==> src/rtl/sprite_ram_wr_arb_if.sv <==
// Sprite RAM write-port bundle: host posted writes, fill control and the RAM write port.
// The master side is the requester/bench; the slave side is the arbiter.
interface sprite_ram_wr_arb_if #(
  parameter int ADDR_WIDTH = 8,
  parameter int DATA_WIDTH = 32,
  parameter int BYTE_WIDTH = DATA_WIDTH / 8
);
  logic                  host_req;
  logic                  host_rdy;
  logic [ADDR_WIDTH-1:0] host_addr;
  logic [DATA_WIDTH-1:0] host_data;
  logic [BYTE_WIDTH-1:0] host_ben;
  logic                  host_err;
  logic                  fill_start;
  logic [DATA_WIDTH-1:0] fill_data;
  logic                  fill_busy;
  logic                  fill_done;
  logic                  ram_wr_en;
  logic [ADDR_WIDTH-1:0] ram_wr_addr;
  logic [DATA_WIDTH-1:0] ram_wr_data;
  logic [BYTE_WIDTH-1:0] ram_ben;

  modport master (
    output host_req, host_addr, host_data, host_ben, fill_start, fill_data,
    input  host_rdy, host_err, fill_busy, fill_done,
    input  ram_wr_en, ram_wr_addr, ram_wr_data, ram_ben
  );

  modport slave (
    input  host_req, host_addr, host_data, host_ben, fill_start, fill_data,
    output host_rdy, host_err, fill_busy, fill_done,
    output ram_wr_en, ram_wr_addr, ram_wr_data, ram_ben
  );
endinterface

==> src/rtl/sprite_ram_wr_arb.sv <==
// Sprite RAM write-port arbiter: 2-entry host posted-write queue vs. constant-word fill sweep.
// Fill engine present only when SPRITE_WR_ARB_FILL_EN is defined; otherwise the host always wins.
module sprite_ram_wr_arb #(
  parameter int DEPTH      = 256,
  parameter int ADDR_WIDTH = 8,
  parameter int DATA_WIDTH = 32,
  parameter int BYTE_WIDTH = DATA_WIDTH / 8
) (
  input  logic               wr_clk_i,
  input  logic               rst_i,
  sprite_ram_wr_arb_if.slave bus
);

  typedef struct packed {
    logic [ADDR_WIDTH-1:0] addr;
    logic [DATA_WIDTH-1:0] data;
    logic [BYTE_WIDTH-1:0] ben;
  } wr_t;

  // One extra bit so DEPTH == 2**ADDR_WIDTH compares correctly.
  localparam logic [ADDR_WIDTH:0]   DEPTH_EXT = (ADDR_WIDTH+1)'(DEPTH);
  localparam logic [ADDR_WIDTH-1:0] LAST_ADDR = ADDR_WIDTH'(DEPTH - 1);

  wr_t        q_mem [2];
  logic       q_wr_ptr;
  logic       q_rd_ptr;
  logic [1:0] q_count;
  logic [1:0] q_count_nxt;
  logic       rdy_q;
  wr_t        q_head;

  logic host_push;
  logic host_in_range;
  logic enq;
  logic pop;
  logic host_cand;
  logic grant_host;
  logic grant_fill;

  logic [ADDR_WIDTH-1:0] fill_ptr;
  logic [DATA_WIDTH-1:0] fill_word;
  logic                  fill_busy;
  logic                  fill_last;

  logic                  ram_wr_en_q;
  logic [ADDR_WIDTH-1:0] ram_wr_addr_q;
  logic [DATA_WIDTH-1:0] ram_wr_data_q;
  logic [BYTE_WIDTH-1:0] ram_ben_q;
  logic                  host_err_q;
  logic                  fill_done_q;

  assign host_push     = bus.host_req & rdy_q;
  assign host_in_range = ({1'b0, bus.host_addr} < DEPTH_EXT);
  assign enq           = host_push & host_in_range;
  assign pop           = grant_host;
  assign host_cand     = (q_count != 2'd0);
  assign q_head        = q_mem[q_rd_ptr];

  always_comb begin
    q_count_nxt = q_count;
    if (enq && !pop) begin
      q_count_nxt = q_count + 2'd1;
    end else if (!enq && pop) begin
      q_count_nxt = q_count - 2'd1;
    end
  end

  always_ff @(posedge wr_clk_i or posedge rst_i) begin
    if (rst_i) begin
      q_wr_ptr <= 1'b0;
      q_rd_ptr <= 1'b0;
      q_count  <= 2'd0;
      rdy_q    <= 1'b0;
    end else begin
      if (enq) q_wr_ptr <= ~q_wr_ptr;
      if (pop) q_rd_ptr <= ~q_rd_ptr;
      q_count <= q_count_nxt;
      rdy_q   <= ~q_count_nxt[1];
    end
  end

  always_ff @(posedge wr_clk_i) begin
    if (enq) begin
      q_mem[q_wr_ptr] <= '{addr: bus.host_addr, data: bus.host_data, ben: bus.host_ben};
    end
  end

`ifdef SPRITE_WR_ARB_FILL_EN
  typedef enum logic {S_IDLE, S_FILL} state_t;

  state_t state;
  state_t state_nxt;
  logic   last_fill;

  assign fill_busy = (state == S_FILL);
  assign fill_last = (fill_ptr == LAST_ADDR);

  // Round-robin on contention; the flag resets to "host" so fill wins first.
  assign grant_fill = fill_busy & (~host_cand | ~last_fill);
  assign grant_host = host_cand & ~grant_fill;

  always_ff @(posedge wr_clk_i or posedge rst_i) begin
    if (rst_i) begin
      state <= S_IDLE;
    end else begin
      state <= state_nxt;
    end
  end

  always_comb begin
    state_nxt = state;
    case (state)
      S_IDLE:  if (bus.fill_start) state_nxt = S_FILL;
      S_FILL:  if (grant_fill && fill_last) state_nxt = S_IDLE;
      default: state_nxt = S_IDLE;
    endcase
  end

  always_ff @(posedge wr_clk_i or posedge rst_i) begin
    if (rst_i) begin
      fill_ptr  <= '0;
      fill_word <= '0;
      last_fill <= 1'b0;
    end else begin
      if (state == S_IDLE && bus.fill_start) begin
        fill_ptr  <= '0;
        fill_word <= bus.fill_data;
      end else if (grant_fill && !fill_last) begin
        fill_ptr <= fill_ptr + ADDR_WIDTH'(1);
      end
      if (grant_fill || grant_host) last_fill <= grant_fill;
    end
  end
`else
  logic unused_fill_inputs;

  assign unused_fill_inputs = ^{bus.fill_start, bus.fill_data};
  assign fill_busy          = 1'b0;
  assign fill_last          = 1'b0;
  assign fill_ptr           = '0;
  assign fill_word          = '0;
  assign grant_fill         = 1'b0;
  assign grant_host         = host_cand;
`endif

  always_ff @(posedge wr_clk_i or posedge rst_i) begin
    if (rst_i) begin
      ram_wr_en_q   <= 1'b0;
      ram_wr_addr_q <= '0;
      ram_wr_data_q <= '0;
      ram_ben_q     <= '0;
      host_err_q    <= 1'b0;
      fill_done_q   <= 1'b0;
    end else begin
      ram_wr_en_q <= grant_host | grant_fill;
      if (grant_fill) begin
        ram_wr_addr_q <= fill_ptr;
        ram_wr_data_q <= fill_word;
        ram_ben_q     <= '1;
      end else begin
        ram_wr_addr_q <= q_head.addr;
        ram_wr_data_q <= q_head.data;
        ram_ben_q     <= q_head.ben;
      end
      host_err_q  <= host_push & ~host_in_range;
      fill_done_q <= grant_fill & fill_last;
    end
  end

  assign bus.host_rdy    = rdy_q;
  assign bus.host_err    = host_err_q;
  assign bus.fill_busy   = fill_busy;
  assign bus.fill_done   = fill_done_q;
  assign bus.ram_wr_en   = ram_wr_en_q;
  assign bus.ram_wr_addr = ram_wr_addr_q;
  assign bus.ram_wr_data = ram_wr_data_q;
  assign bus.ram_ben     = ram_ben_q;

endmodule

==> src/flat_wrapper.sv <==
// flat-port wrapper written by rule: the top's interface ports become plain ports
module sprite_ram_wr_arb_flat 
#(
  parameter int DEPTH      = 256,
  parameter int ADDR_WIDTH = 8,
  parameter int DATA_WIDTH = 32,
  parameter int BYTE_WIDTH = DATA_WIDTH / 8
)
  (wr_clk_i, rst_i, bus_host_req, bus_host_addr, bus_host_data, bus_host_ben, bus_fill_start, bus_fill_data, bus_host_rdy, bus_host_err, bus_fill_busy, bus_fill_done, bus_ram_wr_en, bus_ram_wr_addr, bus_ram_wr_data, bus_ram_ben);
  sprite_ram_wr_arb_if #(.ADDR_WIDTH(ADDR_WIDTH), .DATA_WIDTH(DATA_WIDTH), .BYTE_WIDTH(BYTE_WIDTH)) bus_i ();
  input  logic wr_clk_i;
  input  logic rst_i;
  input wire logic [$bits(bus_i.host_req)-1:0] bus_host_req;
  input wire logic [$bits(bus_i.host_addr)-1:0] bus_host_addr;
  input wire logic [$bits(bus_i.host_data)-1:0] bus_host_data;
  input wire logic [$bits(bus_i.host_ben)-1:0] bus_host_ben;
  input wire logic [$bits(bus_i.fill_start)-1:0] bus_fill_start;
  input wire logic [$bits(bus_i.fill_data)-1:0] bus_fill_data;
  output wire logic [$bits(bus_i.host_rdy)-1:0] bus_host_rdy;
  output wire logic [$bits(bus_i.host_err)-1:0] bus_host_err;
  output wire logic [$bits(bus_i.fill_busy)-1:0] bus_fill_busy;
  output wire logic [$bits(bus_i.fill_done)-1:0] bus_fill_done;
  output wire logic [$bits(bus_i.ram_wr_en)-1:0] bus_ram_wr_en;
  output wire logic [$bits(bus_i.ram_wr_addr)-1:0] bus_ram_wr_addr;
  output wire logic [$bits(bus_i.ram_wr_data)-1:0] bus_ram_wr_data;
  output wire logic [$bits(bus_i.ram_ben)-1:0] bus_ram_ben;
  assign bus_i.host_req = bus_host_req;
  assign bus_i.host_addr = bus_host_addr;
  assign bus_i.host_data = bus_host_data;
  assign bus_i.host_ben = bus_host_ben;
  assign bus_i.fill_start = bus_fill_start;
  assign bus_i.fill_data = bus_fill_data;
  assign bus_host_rdy = bus_i.host_rdy;
  assign bus_host_err = bus_i.host_err;
  assign bus_fill_busy = bus_i.fill_busy;
  assign bus_fill_done = bus_i.fill_done;
  assign bus_ram_wr_en = bus_i.ram_wr_en;
  assign bus_ram_wr_addr = bus_i.ram_wr_addr;
  assign bus_ram_wr_data = bus_i.ram_wr_data;
  assign bus_ram_ben = bus_i.ram_ben;
  sprite_ram_wr_arb #(.DEPTH(DEPTH), .ADDR_WIDTH(ADDR_WIDTH), .DATA_WIDTH(DATA_WIDTH), .BYTE_WIDTH(BYTE_WIDTH)) u_core (.wr_clk_i(wr_clk_i), .rst_i(rst_i), .bus(bus_i));
endmodule
==> config.mk <==
export PLATFORM = sky130hd
export DESIGN_NAME = sprite_ram_wr_arb_flat
export DESIGN_NICKNAME = d
export VERILOG_FILES = /design/src/rtl/sprite_ram_wr_arb_if.sv /design/src/rtl/sprite_ram_wr_arb.sv /design/src/flat_wrapper.sv
export SDC_FILE = /design/constraint.sdc
export NUM_CORES = 1
export LEC_CHECK = 0
export ABC_AREA = 1
export CORE_MARGIN = 1.5
export CORE_UTILIZATION = 47
export DETAILED_ROUTE_END_ITERATION = 16
export PLACE_DENSITY = 0.78
export SETUP_SLACK_MARGIN = 0.02
export SYNTH_ARGS = -nofsm -noshare
export SYNTH_HDL_FRONTEND = slang
export SYNTH_SLANG_ARGS = --single-unit
export TNS_END_PERCENT = 20
==> constraint.sdc <==
create_clock -name wr_clk_i -period 3.5 [get_ports wr_clk_i]
set_clock_uncertainty 0.1 [all_clocks]
set_input_delay 0.7 -clock wr_clk_i [delete_from_list [all_inputs] [get_ports wr_clk_i]]
set_output_delay 0.7 -clock wr_clk_i [all_outputs]
set_load 0.02 [all_outputs]
Yosys cells after proc, flatten, opt, wreduce, memory -nomap -nowiden
Memory sizes are Yosys's and may differ from the RTL's. A register that Yosys moved wholly into a read port is not among the register bits. Index checks and enable logic that the tools add are counted.

Flip-flop bits (word level): 6. Bits in writable memories: 88. Input bits: 80. Output and inout port bits: 49. Word-level logic and storage cells: 23. Memories kept: 1.

Memory list: u_core.q_mem (depth 2, width 44, rd ports 1, clocked after Yosys merged registers in 1, write ports 1, line sprite_ram_wr_arb.sv:24) `wr_t q_mem [2];`.

$add $sub $neg: 2. Mux-type cells: 4. Bitwise operators: 4. Reduce and logical (&&, ||, !) cells: 6.

Operators by type and width (count): two-way mux 2 bit (2); nonzero test 2 bit (2); inverter 1 bit (3); adder 2 x 1 -> 2 bit (second input constant) (1); logical AND 1 bit (2); logical NOT 1 bit (2); two-way mux 1 bit (2); subtractor 2 x 1 -> 2 bit (second input constant) (1); bitwise AND 1 bit (1).

Depth between registers and ports, before layout
Gate-level depths: netlist of run 1.

Word-level depth: 6. Mapped depth: 8. Gate-level depth less buffers: 8.

Worst setup path after synthesis of run 1
Ideal clock, no wire load.

Kind: input port to flip-flop. Start: input bus_host_req. End: memory u_core.q_mem[0][0] (netlist name), enable pin. Setup time: 0.446 ns. Arrival time: 2.686 ns. Required time: 2.954 ns. Slack: 0.268 ns. Stages: 2. Buffers on the path: 0. Cells stage by stage: nand2_1 -> nor2_1.

Word-level cells in the longest chain between the ends: 3.

RTL lines: start, declared (line flat_wrapper.sv:13) `input wire logic [$bits(bus_i.host_req)-1:0] bus_host_req;`; bitwise AND 1 bit (line sprite_ram_wr_arb.sv:52) `assign host_push = bus.host_req & rdy_q;`; two-way mux 1 bit (line sprite_ram_wr_arb.sv:83) `if (enq) begin`; two-way mux 1 bit (implied by the code) (line sprite_ram_wr_arb.sv:84) `q_mem[q_wr_ptr] <= '{addr: bus.host_addr, data: bus.host_data, ben: bus.host_ben};`; end, declared (line sprite_ram_wr_arb.sv:24).

No other way between the ends.

Final worst setup path of run 1
Start: register u_core.ram_ben_q[3], in the netlist u_core.bus.ram_ben[3], read port of u_core.q_mem. End: output bus_ram_ben[3].

RTL lines: start, declared (line sprite_ram_wr_arb.sv:48) `logic [BYTE_WIDTH-1:0] ram_ben_q;`; end, declared (line flat_wrapper.sv:26) `output wire logic [$bits(bus_i.ram_ben)-1:0] bus_ram_ben;`.

No word-level cell between the ends.

==> summary.md, run 1 <==
| Metric | Value |
|---|---|
| Per-cell routed wire length | 13.1 um |
| R2r worst-path depth | 2 |
| Clock Path Buffers | 2 |
| M1 GR Usage | 17.9% |
| Area Growth Syn to Fin | 35.7% |
| Initial Util | 48.5% |
| RSZ-0062 raised after global routing | no |
| Worst-path maximum fanout | 1 |
| Setup CP Type | reg -> out |
| Setup TNS | 0 ns |
| CTS Buf Count | 17 |
| Final nets | 502 |
| WP buf/inv | 1 |
| Outcome | completed |
| Commonest non-fill, non-tap cell in the layout | clkdlybuf4s50_1 |
| Number of diodes | 0 |
| DRT Pass-1 Iters | 7 |
| Via count | 2,519 |
| Slew HR | 36.1% |
| Total global routing overflow | 0 |
| PwrDens | 910 nW/um^2 |
| Crit-path max cell delay | 0.62 ns |
| Post-Syn Instances | 313 |
| Final min period | 2.27 ns |
| CP cell instances | clkdlybuf4s50_1 |
| Max cap viols | 0 |
| Final ANT Viol Nets | 0 |
| Post-DP HPWL | 4.76 mm |
| Vias/cell | 4.46 |
| Post-CTS setup buffers | 0 |
| Die outline height | 103 um |
| Final setup viols | 0 |
| Drc violations | 0 |
| Post-synthesis cell area | 4710 sq um |
| Synth Area per Inst | 15.1 sq um |
| Root Buffer | clkbuf_8 |
| Later-pin clock latency in the skew report | 0.50 ns |
| Crit end category | output port |
| Vias in the first global route | 2,569 |
| Commonest cells after routing, fill and taps aside | clkdlybuf4s50_1, edfxtp_1, inv_1 |
| Static Leak | 2.61 nW |
| CTS tree | yes |
| Met2 Use GR | 26.4% |
| Crit path depth | 1 |
| Hold-critical path depth | 2 |
| Worst Setup Start Kind | register |
| Switching pwr | 1.72 mW |
| Antenna violations before repair | 0 |
| Crit path arrival time | 1.47 ns |
| Grt met3 use | 5.29% |
| Total Routed Length | 7.40 mm |
| Netlist cell types | 17 |
| Total Die Area | 10,600 sq um |
| Worst EP required | 2.70 ns |
| DRT iter0 DRCs | 83 |
| Num rows | 36 |
| Crit path max-delay family | buffers and inverters |
| Min-delay worst type | reg -> reg |
| Final Wtd Congestion | 0.793 |
| H-tree depth | 4 |
| Ports | 129 |
| Cell Int Power | 4.10 mW |
| Setup slack, reg-to-reg | 1.72 ns |
| Sequential share of power | 42.0% |
| Largest net degree at the start of global routing | 51 |
| Peak Freq | 440 MHz |
| Slew @ Worst Pin | 0.957 ns |
| Switching share of total power | 29.6% |
| Post-CTS Resized | 0 |
| Synth Warn # | 0 |
| Die width | 103 um |
| Comb pwr share | 26.6% |
| Final core utilization | 65.8% |
| Busiest grt layer | met2 |
| I/O Buffers | 92 |
| Core area | 9730 sq um |
| Fraction of layout cells with a size suffix above 1 | 10.9% |
| Clock Pin Slew Worst Setup and Hold Paths | 0.06 ns |
| Clock Sinks | 138 |
| Total GRT Usage | 15.7% |
| Slowest cell on crit path | clkdlybuf4s50_1 |
| CTS hold repair buffers | 0 |
| VDD IR max | 0.000461 V |
| Number of synthesized register bits | 138 |
| Sequential fraction of the synthesis area | 82.6% |
| Fin. max-slew vios | 0 |
| Final hold violation count | 0 |
| Fin crit share | 64.9% |
| First-pass GRT wire length | 11.8 mm |
| Clock power share | 31.5% |
final cells by class:
type	instances	area, sq um
Sequential cell	138	3890
Fill cell	684	3330
Timing Repair Buffer	98	966
Multi-Input combinational cell	110	547
Clock buffer	18	428
Inverter	54	203
Clock inverter	14	195
Tap cell	133	166
sequential cells by signal, indices dropped and copies added, names as in the netlist, named ones only:
name                    cells
u_core.bus.ram_wr_data     32
u_core.bus.ram_ben          4
u_core.q_rd_ptr             1
u_core.bus.host_rdy         1
u_core.q_mem               88
u_core.bus.ram_wr_addr      8
u_core.bus.ram_wr_en        1
u_core.q_wr_ptr             1
u_core.q_count              1
layer usage:
metal	share of wire (%)	wire length, um
met5	0	0
met4	0.63	47
met3	6.0	443
met2	52	3860
met1	41	3050
kinds of logic (layout without fill, tap and decap cells):
| logic type | after synthesis | in the layout | synth area share, % |
|---|---|---|---|
| AOI/OAI and AO/OA | 46 | 46 | 5.36 |
| xor gates and xnor gates | 2 | 2 | 0.372 |
| adders and majority gates | 3 | 3 | 0.796 |
| buffers and inverters | 67 | 184 | 6.29 |
| DFF | 138 | 138 | 82.6 |
| other | 1 | 3 | 0.0795 |
| and+or+nand+nor | 56 | 56 | 4.51 |
through the flow:
step	instance area (sq um)	hold WS, ns	power (mW)	setup slack [ns]	instances
floorplan	4720	0.330	3.32	0.268	315
global placement	5780	0.331	3.98	1.19	533
detailed placement	5780	0.340	4.05	1.17	533
CTS	6400	0.351	5.89	1.19	565
global route	6400	0.379	6.14	1.15	565
finish	6400	0.347	5.82	1.23	565
cells in the mapped netlist:
| cell type | number | area, sq um |
|---|---|---|
| buf_2 | 6 | 30.0 |
| a21oi_1 | 1 | 5.00 |
| o21ai_0 | 34 | 170 |
| nand2_1 | 51 | 191 |
| xnor2_1 | 1 | 8.76 |
| nand3_1 | 2 | 10.0 |
| dfrtp_1 | 50 | 1250 |
| edfxtp_1 | 88 | 2640 |
| buf_6 | 3 | 33.8 |
| o21ai_2 | 6 | 52.6 |
| buf_4 | 4 | 30.0 |
| o21ai_1 | 5 | 25.0 |
| xor2_1 | 1 | 8.76 |
| inv_1 | 54 | 203 |
| nor2_1 | 3 | 11.3 |
| ha_1 | 3 | 37.5 |
| conb_1 | 1 | 3.75 |
power groups by stage:
stage / registers, mW / logic, mW / clock network (mW)
finish: 2.45 / 1.55 / 1.83
global route: 2.50 / 1.70 / 1.94
CTS: 2.45 / 1.57 / 1.87
detailed placement: 2.48 / 1.57 / 0
global placement: 2.47 / 1.52 / 0
floorplan: 2.74 / 0.576 / 0
final timing paths:
| path | start | to |
|---|---|---|
| setup / recovery | u_core.bus.ram_ben[3] | bus_ram_ben[3] |
| hold / removal | u_core.q_mem[1][6] | u_core.bus.ram_wr_data[2] |
| setup reg to reg | u_core.q_rd_ptr | u_core.bus.ram_wr_data[21] |
| hold reg to reg | u_core.q_mem[1][6] | u_core.bus.ram_wr_data[2] |
| max in group asynchronous | rst_i | u_core.q_rd_ptr |
| min in group asynchronous | rst_i | u_core.bus.ram_wr_data[8] |
(Power assumes the default switching activity.)
==> run 2, diff against run 1 <==
Clock period 3.5 ns to 2.2 ns, I/O delays scaled along.
==> run 2 against run 1 <==
Critical endpoint is now bus_host_rdy. Register-to-register slack lost 1.0 ns. Routed wire length grew 5.6%. Clock power grew 55%. Critical path type unchanged. Sequential share of layout area shrank 0.62 points.
==> summary.md, run 2 (synthesized netlist as in run 1, its figures left out) <==
| Metric | Value |
|---|---|
| Clock power share | 30.4% |
| PwrDens | 1440 nW/um^2 |
| Via count | 2,577 |
| Total Routed Length | 7.81 mm |
| First-pass GRT wire length | 12.3 mm |
| CP startpoint | u_core.bus.host_rdy |
| Ports | 129 |
| Crit path arrival time | 1.46 ns |
| Static Leak | 2.63 nW |
| Worst-path maximum fanout | 2 |
| DRT iter0 DRCs | 86 |
| Outcome | completed |
| Clock Sinks | 138 |
| Post-DP HPWL | 5.03 mm |
| Largest net degree at the start of global routing | 41 |
| Antenna violations before repair | 0 |
| Setup CP Type | reg -> out |
| RSZ-0062 raised after global routing | no |
| CTS tree | yes |
| DRT Pass-1 Iters | 5 |
| H-tree depth | 4 |
| Die outline height | 103 um |
| Clock Path Buffers | 2 |
| Worst EP required | 1.66 ns |
| Hold Slack | 0.138 ns |
| Fraction of layout cells with a size suffix above 1 | 11.1% |
| Die width | 103 um |
| Post-CTS setup buffers | 0 |
| Final min period | 2.00 ns |
| Total global routing overflow | 0 |
| CP cell instances | clkdlybuf4s50_1 |
| VDD IR max | 0.000689 V |
| Total Die Area | 10,600 sq um |
| Commonest non-fill, non-tap cell in the layout | clkdlybuf4s50_1 |
| Fin crit share | 91.1% |
| Max reg flops | 88 |
| Final setup viols | 0 |
| Total GRT Usage | 16.4% |
| Crit path max-delay family | buffers and inverters |
| Crit end category | output port |
| Switching pwr | 2.73 mW |
| Switching share of total power | 29.4% |
| Fin. max-slew vios | 0 |
| Worst Setup Start Kind | register |
| Commonest cells after routing, fill and taps aside | clkdlybuf4s50_1, edfxtp_1, inv_1 |
| Biggest register | u_core.q_mem |
| Comb pwr share | 28.8% |
| Later-pin clock latency in the skew report | 0.51 ns |
| Drc violations | 0 |
| Core area | 9730 sq um |
| R2r worst-path depth | 8 |
| Final ANT Viol Nets | 0 |
| Initial Util | 48.5% |
| Crit path depth | 1 |
| Peak Freq | 499 MHz |
| Final nets | 504 |
| Final Wtd Congestion | 0.673 |
| Area Growth Syn to Fin | 37.2% |
| Num rows | 36 |
| WP buf/inv | 1 |
| Per-cell routed wire length | 13.8 um |
| Number of diodes | 0 |
| Vias in the first global route | 2,671 |
| Post-CTS Resized | 0 |
| Max cap viols | 0 |
| Crit-path max cell delay | 0.61 ns |
| Setup TNS | 0 ns |
| Clock Pin Slew Worst Setup and Hold Paths | 0.06 ns |
| Sequential share of power | 40.8% |
| I/O Buffers | 92 |
| Final hold violation count | 0 |
| Root Buffer | clkbuf_8 |
| Slowest cell on crit path | clkdlybuf4s50_1 |
| Min-delay worst type | in -> async |
| Cell Int Power | 6.58 mW |
| CTS Buf Count | 17 |
| CTS hold repair buffers | 0 |
| Vias/cell | 4.54 |
-- run 2: changes by cell type in the layout (fill, tap and decap cells not counted), sizes merged --
cell,before,now
buf,6,8
bufinv,4,3
clkbuf,18,21
clkinv,5,6
clkinvlp,3,2
inv,56,54
-- run 2: final cells by class --
| class | instances | area, sq um |
|---|---|---|
| Fill cell | 706 | 3260 |
| Inverter | 54 | 203 |
| Timing Repair Buffer | 100 | 1040 |
| Multi-Input combinational cell | 110 | 547 |
| Clock inverter | 11 | 141 |
| Clock buffer | 21 | 470 |
| Sequential cell | 138 | 3890 |
| Tap cell | 133 | 166 |
-- run 2: final timing paths --
path,end,slack (ns)
worst max-delay path,bus_host_rdy,0.20
max in group asynchronous,u_core.q_rd_ptr,1.34
worst max register to register,u_core.bus.host_rdy,0.67
worst min register to register,u_core.bus.ram_wr_data[19],0.35
min in group wr_clk_i,u_core.bus.ram_wr_data[19],0.35
worst min-delay path,u_core.bus.ram_wr_data[19],0.14
-- run 2: power groups by stage --
stage                     Clock (mW)  Combinational, mW  Sequential (mW)
after floorplan                    0              0.923             4.36
after CTS                       2.88               2.72             3.81
after global routing            3.00               2.93             3.86
after detailed placement           0               2.70             3.85
final                           2.83               2.68             3.79
after global placement             0               2.61             3.82
-- run 2: routing by layer --
metal / global-route usage (%) / share of wire, % / vias to the layer above
met4: 6.86 / 1.5 / 0
met5: 0 / 0 / -
li1: - / - / 1239
met1: 17.8 / 40 / 1250
met3: 6.03 / 5.8 / 10
met2: 28.8 / 53 / 78
-- run 2: per-stage QoR --
stage / setup slack [ns] / power, mW / cell area (sq um) / std cells / util, %
6_report: 0.196 / 9.31 / 6470 / 567 / 66.5
5_1_grt: 0.130 / 9.79 / 6470 / 567 / 66.5
4_1_cts: 0.161 / 9.41 / 6470 / 567 / 66.5
3_3_place_gp: 0.285 / 6.43 / 5850 / 535 / 60.2
3_5_place_dp: 0.245 / 6.55 / 5850 / 535 / 60.2
2_1_floorplan: -0.101 / 5.28 / 4730 / 315 / -
==> run 3, diff against run 2 <==
Settings changed: CORE_ASPECT_RATIO set to 1.1, REMOVE_ABC_BUFFERS set to 1.
==> run 3 against run 2 <==
Routed wire length is 2.6% lower. First-iteration DRC count is 77% higher. Worst setup slack worse by 0.0017 ns. Maximum frequency hardly changed. Die area hardly changed. Core utilization is 1.9 points lower. Sequential power hardly changed. Clock power is 14% lower. Largest cell class unchanged.
==> summary.md, run 3 (synthesized netlist as in run 1, its figures left out) <==
| Metric | Value |
|---|---|
| Per-cell routed wire length | 13.8 um |
| Slowest cell on crit path | clkdlybuf4s50_1 |
| Num rows | 38 |
| Fraction of layout cells with a size suffix above 1 | 9.26% |
| Max reg flops | 88 |
| Static Leak | 2.57 nW |
| Max cap viols | 0 |
| Setup CP Type | reg -> out |
| Commonest cells after routing, fill and taps aside | clkdlybuf4s50_1, edfxtp_1, inv_1 |
| Post-DP HPWL | 4.72 mm |
| Outcome | completed |
| Final Wtd Congestion | 0.647 |
| Worst Setup Start Kind | register |
| Total Routed Length | 7.61 mm |
| Total Die Area | 10,600 sq um |
| DRT Pass-1 Iters | 4 |
| PwrDens | 1400 nW/um^2 |
| Worst EP required | 1.66 ns |
| Post-CTS Resized | 0 |
| Vias in the first global route | 2,573 |
| VDD IR max | 0.000792 V |
| Via count | 2,586 |
| Final core utilization | 64.5% |
| Commonest non-fill, non-tap cell in the layout | clkdlybuf4s50_1 |
| Vias/cell | 4.68 |
| Total global routing overflow | 0 |
| Fin. max-slew vios | 0 |
| Area Growth Syn to Fin | 34.0% |
| Clock Pin Slew Worst Setup and Hold Paths | 0.06 ns |
| Fin crit share | 91.2% |
| Die outline height | 108 um |
| Core area | 9790 sq um |
| WP buf/inv | 1 |
| Antenna violations before repair | 0 |
| Ports | 129 |
| Number of diodes | 0 |
| Layout Cells excl Fill | 552 |
| Final setup viols | 0 |
| RSZ-0062 raised after global routing | no |
| DRT iter0 DRCs | 152 |
| Pwr Total | 8.85 mW |
| Crit path depth | 1 |
| Placed insts | 520 |
| Multi-input logic area | 547 sq um |
| Setup TNS | 0 ns |
| Peak Freq | 499 MHz |
| Crit path max-delay family | buffers and inverters |
| Biggest register | u_core.q_mem |
| Fillers | 695 |
| H-tree depth | 4 |
| Final min period | 2.01 ns |
| First-pass GRT wire length | 11.9 mm |
| CTS hold repair buffers | 0 |
| Die width | 98.5 um |
| I/O Buffers | 92 |
| Drc violations | 0 |
| R2r worst-path depth | 8 |
| Root Buffer | clkbuf_8 |
| Worst-path maximum fanout | 1 |
| Initial Util | 48.1% |
| Final ANT Viol Nets | 0 |
| Largest net degree at the start of global routing | 90 |
| Clock Sinks | 138 |
| Crit end category | output port |
| Post-CTS setup buffers | 0 |
| Later-pin clock latency in the skew report | 0.51 ns |
| Min-delay worst type | in -> async |
| Final hold violation count | 0 |
| Register area | 3890 sq um |
| CTS tree | yes |
| CTS Buf Count | 17 |
| Crit-path max cell delay | 0.61 ns |
| Final nets | 502 |
| Clock Path Buffers | 2 |
| CP cell instances | clkdlybuf4s50_1 |
| Crit path arrival time | 1.47 ns |
| Total GRT Usage | 15.1% |
-- run 3: per-stage QoR --
stage | hold WS, ns | area, sq um | setup WS (ns)
2_1_floorplan | 0.330 | 4630 | -0.815
3_3_place_gp | 0.331 | 5810 | 0.254
3_5_place_dp | 0.341 | 5810 | 0.250
4_1_cts | 0.136 | 6320 | 0.165
5_1_grt | 0.179 | 6320 | 0.131
6_report | 0.145 | 6320 | 0.194
-- run 3: area by class of cell --
cell class              count  area share, %
well taps                 120           2.38
multi-input cells         110           8.65
repair buffers             98           16.1
clock buffers              20           6.73
inverters                  54           3.21
flip-flops and latches    138           61.6
clock inverters            12           1.33
-- run 3: final timing paths --
kind	startpoint	end	slack, ns
setup reg to reg	u_core.q_count[0]	u_core.bus.host_rdy	0.76
hold reg to reg	u_core.q_mem[1][18]	u_core.bus.ram_wr_data[14]	0.35
hold / removal	rst_i	u_core.bus.ram_wr_data[26]	0.14
setup / recovery	u_core.bus.ram_wr_data[10]	bus_ram_wr_data[10]	0.19
max in group asynchronous	rst_i	u_core.q_rd_ptr	1.32
min in group wr_clk_i	u_core.q_mem[1][18]	u_core.bus.ram_wr_data[14]	0.35
-- run 3: per-layer routing --
layer  up-vias  part of all wire (%)  GRT usage [%]
li1       1242                     -              -
met1      1259                    41           17.2
met2        78                    52           25.5
met3         7                   5.7           6.08
met4         0                  0.80           6.34
met5         -                     0              0
-- run 3: power by group --
group          total [mW]  internal (mW)  switching (mW)
registers            3.79           3.58           0.213
clock network        2.42           1.46           0.953
logic                2.64           1.13            1.51
total                8.85           6.17            2.68
